--- src/rtl/mem_arbiter.sv ---
// Two-client round-robin arbiter sharing one fixed-latency memory port.
// Each client holds a level req until a one-cycle done; reads return through per-side rdata regs.
module mem_arbiter #(
  parameter int MEM_LAT = 2
) (
  input  logic        clock,
  input  logic        reset,
  input  logic        core_req,
  input  logic        core_we,
  input  logic [31:0] core_addr,
  input  logic [3:0]  core_wrbits,
  input  logic [31:0] core_wdata,
  output logic [31:0] core_rdata,
  output logic        core_done,
  output logic        core_busy,
  input  logic        host_req,
  input  logic        host_we,
  input  logic [31:0] host_addr,
  input  logic [3:0]  host_wrbits,
  input  logic [31:0] host_wdata,
  output logic [31:0] host_rdata,
  output logic        host_done,
  output logic [31:0] mem_addr,
  output logic        mem_read,
  output logic        mem_write,
  output logic [3:0]  mem_wrbits,
  output logic [31:0] mem_wdata,
  input  logic [31:0] mem_rdata
);
  localparam int CW = $clog2(MEM_LAT + 1);

  typedef enum logic [1:0] {IDLE, ACCESS, RESP} state_t;

  state_t      state, state_nx;
  logic        own_host;
  logic        last_host;
  logic        lat_we;
  logic [31:0] lat_addr;
  logic [3:0]  lat_wrbits;
  logic [31:0] lat_wdata;
  logic [CW-1:0] cnt;
  logic        grant_core, grant_host;

  // On a tie the side that did not win last time gets the port.
  always_comb begin
    grant_core = 1'b0;
    grant_host = 1'b0;
    if (core_req && host_req) begin
      grant_core = last_host;
      grant_host = ~last_host;
    end else begin
      grant_core = core_req;
      grant_host = host_req;
    end
    state_nx = state;
    case (state)
      IDLE:    if (grant_core || grant_host) state_nx = ACCESS;
      ACCESS:  if (cnt == '0) state_nx = RESP;
      RESP:    state_nx = IDLE;
      default: state_nx = IDLE;
    endcase
  end

  always_ff @(posedge clock or negedge reset) begin
    if (!reset) begin
      state      <= IDLE;
      own_host   <= 1'b0;
      last_host  <= 1'b1;
      lat_we     <= 1'b0;
      lat_addr   <= '0;
      lat_wrbits <= '0;
      lat_wdata  <= '0;
      cnt        <= '0;
      core_rdata <= '0;
      host_rdata <= '0;
    end else begin
      state <= state_nx;
      case (state)
        IDLE: begin
          if (grant_core || grant_host) begin
            own_host   <= grant_host;
            last_host  <= grant_host;
            lat_we     <= grant_host ? host_we     : core_we;
            lat_addr   <= grant_host ? host_addr   : core_addr;
            lat_wrbits <= grant_host ? host_wrbits : core_wrbits;
            lat_wdata  <= grant_host ? host_wdata  : core_wdata;
            cnt        <= CW'(MEM_LAT - 1);
          end
        end
        ACCESS: begin
          // cnt parks at zero on the final access cycle rather than wrapping.
          if (cnt == '0) begin
            if (!lat_we) begin
              if (own_host) host_rdata <= mem_rdata;
              else          core_rdata <= mem_rdata;
            end
          end else begin
            cnt <= cnt - CW'(1);
          end
        end
        default: ;
      endcase
    end
  end

  assign mem_addr   = lat_addr;
  assign mem_wdata  = lat_wdata;
  assign mem_read   = (state == ACCESS) && !lat_we;
  assign mem_write  = (state == ACCESS) && lat_we;
  assign mem_wrbits = mem_write ? lat_wrbits : 4'b0000;
  assign core_done  = (state == RESP) && !own_host;
  assign host_done  = (state == RESP) && own_host;
  assign core_busy  = core_req & ~core_done;

endmodule

--- config.mk ---
export PLATFORM = sky130hd
export DESIGN_NAME = mem_arbiter
export DESIGN_NICKNAME = d
export VERILOG_FILES = /design/src/rtl/mem_arbiter.sv
export SDC_FILE = /design/constraint.sdc
export NUM_CORES = 1
export LEC_CHECK = 0
export BUFFER_PORTS_ARGS = -buffer_cell sky130_fd_sc_hd__buf_2
export CORE_ASPECT_RATIO = 0.75
export CORE_MARGIN = 2
export CORE_UTILIZATION = 41
export CTS_CLUSTER_DIAMETER = 40
export DETAILED_ROUTE_END_ITERATION = 7
export GPL_TIMING_DRIVEN = 1
export PLACE_DENSITY = 0.76
export SYNTH_ARGS = -nofsm -noshare
export SYNTH_HDL_FRONTEND = slang
export SYNTH_SLANG_ARGS = --single-unit
--- constraint.sdc ---
create_clock -name clock -period 1.4 [get_ports clock]
set_input_delay 0.07 -clock clock [delete_from_list [all_inputs] [get_ports clock]]
set_output_delay 0.07 -clock clock [all_outputs]
set_load 0.02 [all_outputs]
==> run summary <==
WL final = 26300 um
clock network power share = 17.7%
CP arrival = 1870 ps
Via-to-Cell Ratio = 5.41
Met2 Wirelength = 13000 um
worst slew pin tran = 660 ps
Bufs and invs on worst path = 3
CP cell instances = buf_6, buf_6, nor2_4, buf_6, a21oi_1, a31oi_1
most used cell, CP = buf_6
# H-tree levels = 4
io pins = 311
highest routed layer = met4
max-slew violations = 0
Critical Path Stages = 6
syn_nets = 729
first-pass GRT wire length = 36500 um
RSZ-0062 raised after global routing = true
Core Region = 14600 um^2
Crit-path slowest cell = dfrtp_1
crit path launch = state[1]
ranking of synthesized cells by area = dfrtp_1 56%, nand2_1 8.4%, mux2_4 7.3%, a31oi_1 6.0%, a21oi_1 5.7%
IO buf count = 310
std cell rows = 38
Sw Share = 42.0%
initial antenna violation count = 2
post-DP HPWL = 12800 um
Worst Path Required = 1700 ps
Logic pwr share = 53.8%
worst r2r src = state[1]
FF-to-FF setup slack = -170 ps
gr usage total = 29.0%
Clk Latency, worst-skew pair = 410 ps
post-synthesis cell area = 6170 um^2
FFs w/ async S/R, synth = 100%
die width = 146 um
Placed Cells = 1051
sequential power share = 28.6%
Worst Setup EP = mem_wdata[14]
TritonCTS Buffers = 17
P_sw = 10.8 mW
Clock Skew = 8.56 ps
Filler Cell Count = 821
Primary FF master, synth = dfrtp_1
drc violations = 0
Final Util = 77.4%
total die area = 16000 um^2
Peak VDD IR = 1200 uV
CTS Buffer Depth = 2
Yosys reg bits = 139
Power Density = 2280 nW/um^2
Synth top cells by count = 138 x dfrtp_1, 138 x nand2_1, 70 x a21oi_1, 59 x a31oi_1, 31 x mux2_2
drt first pass iters = 7
Final nets = 1231
ANT nets after route = 0
WS Path Type = reg2reg
Area Overhead vs Synth = 83.3%
Final Hold Viols = 0
status = complete, but fails checks
total power = 25.8 mW
crit-path max FO = 27
Slew HR = 56.0%
Final Setup Violations = 143
Final Critical Period = 1570 ps
number of synthesized flops with an enable pin = 0
reg-to-reg endpoint = mem_wdata[14]
Ys Warns = 0
Initial Util = 42.2%
Finished Layout Cells = 1271
failing checks = setup timing
number of global-route vias before repair = 6897
root buffer cell = clkbuf_16
clock slew at reported path FFs = 60 ps
GPL Wtd Cong = 0.801
met1 wire length = 9550 um
final worst-path setup slack = -171 ps
leakage power = 5.28 nW
CTS tree = built
gr ovfl total = 0
part of the cycle the worst path needs = 112%
CP Capture Type = flop
Cell Int Power = 14.9 mW
CP max stage delay = 390 ps
largest net degree at the start of global routing = 57
post-synthesis sequential area ratio = 56.4%
achievable clock frequency = 637 MHz
worst min path class = in2async
top-area cell type share of the netlist area = 56.0%
crit start category = flop
Top Family by Delay on Critical Path = buffers and inverters
layout cells sized above 1 = 47.7%
synth unique cells = 30
# Max-Cap Violations = 0
Vert. Die Dim = 110 um
1st-iter DRT viols = 675
Detail Route met3 WL = 2430 um
Avg Cell Area, Syn = 11.1 um^2
Post-Syn Instances = 554
R2R cell count = 6
cell accounting for the most synthesized area = dfrtp_1
clk sinks = 139
DR vias = 6870
WL/cell = 20.7 um
flip-flops by register name (all words and copies together), names as in the netlist:
signal / cells
host_rdata: 32
lat_we: 1
mem_addr: 32
core_rdata: 32
own_host: 1
last_host: 1
mem_wdata: 32
cnt: 2
state: 2
lat_wrbits: 4
layer usage:
layer / GRT usage [%] / vias up
met5: 0 / -
met4: 13.4 / 0
met2: 49.6 / 523
met3: 7.78 / 128
li1: - / 2956
met1: 34.7 / 3263
final cells by class:
class | instances | area (um^2) | share of cell area, %
inverters | 3 | 11.3 | 0.0996
clock buffers | 18 | 429 | 3.80
well taps | 200 | 250 | 2.21
repair buffers | 528 | 4030 | 35.6
clock inverters | 14 | 160 | 1.42
diodes | 2 | 5.00 | 0.0443
multi-input cells | 367 | 2940 | 26.0
flip-flops and latches | 139 | 3480 | 30.8
layout by cell type (no fill, tap or decap), types with 2 or more instances in the layout:
master           n
nor2b_1          2
mux2_4          38
nand2_1        138
a31oi_1         32
a31oi_2          8
a21oi_1         65
and2_1           2
dlygate4sd3_1  171
buf_4           17
buf_6           18
buf_2          300
buf_16           3
bufinv_16        2
a31oi_4         29
inv_8            2
clkbuf_16       23
diode_2          2
mux2_2          27
inv_6            5
clkinv_2         2
clkinvlp_4       2
dfrtp_1        138
inv_2            2
a21oi_2          5
and2_4           2
buf_8            2
and3_1           3
buf_12          11
kinds of logic (layout without fill, tap and decap cells):
group / Yosys count / after routing / share of synthesized area [%]
AOI/OAI and AO/OA: 142 / 142 / 14.1
DFF: 139 / 139 / 56.4
muxes: 67 / 67 / 14.0
and+or+nand+nor: 156 / 157 / 10.7
buffers and inverters: 49 / 563 / 4.55
other: 0 / 2 / 0
adders and majority gates: 1 / 1 / 0.203
what timing repair did:
action / CTS / global route
setup endpoints to repair: 80 / 147
hold endpoints to repair: 272 / 0
hold buffers: 171 / 0
buffers inserted: 6 / 0
resized for setup: 35 / 64
gates cloned: 3 / 8
pin swaps: 3 / 6
how the worst min path moves through the flow:
stage	cells past startpoint	end	from
detailed placement	1	mem_addr[27]	reset
CTS	2	mem_addr[27]	reset
global placement	1	mem_addr[27]	reset
finish	2	mem_wdata[12]	reset
floorplan	0	cnt[0]	reset
global route	2	mem_wdata[12]	reset
per-stage QoR:
step / setup TNS [ps] / hold WS [ps] / worst slack, ps / area [um^2]
final: -14770 / 136 / -171 / 11300
after global routing: -22120 / 159 / -263 / 11300
after detailed placement: -7740 / 7.34 / -188 / 8110
after floorplan: -5300 / -226 / -153 / 6180
after global placement: -5690 / 2.64 / -158 / 8110
after CTS: -10690 / 134 / -133 / 10700
worst reg2reg max path, delay by kind of cell (launching register included):
family | cells | cell delay, ps
AND/OR/NAND/NOR | 1 | 170
AO/OA/AOI/OAI | 2 | 400
flip-flops | 1 | 390
buffers and inverters | 3 | 510
power by group through the flow:
stage / Clock, mW / Combinational (mW) / Sequential (mW)
after global placement: 0 / 10.2 / 7.19
final: 4.55 / 13.8 / 7.36
after CTS: 4.60 / 11.6 / 7.20
after floorplan: 0 / 4.29 / 9.45
after detailed placement: 0 / 10.4 / 7.20
after global routing: 4.82 / 14.5 / 7.53
(Power assumes the default switching activity.)
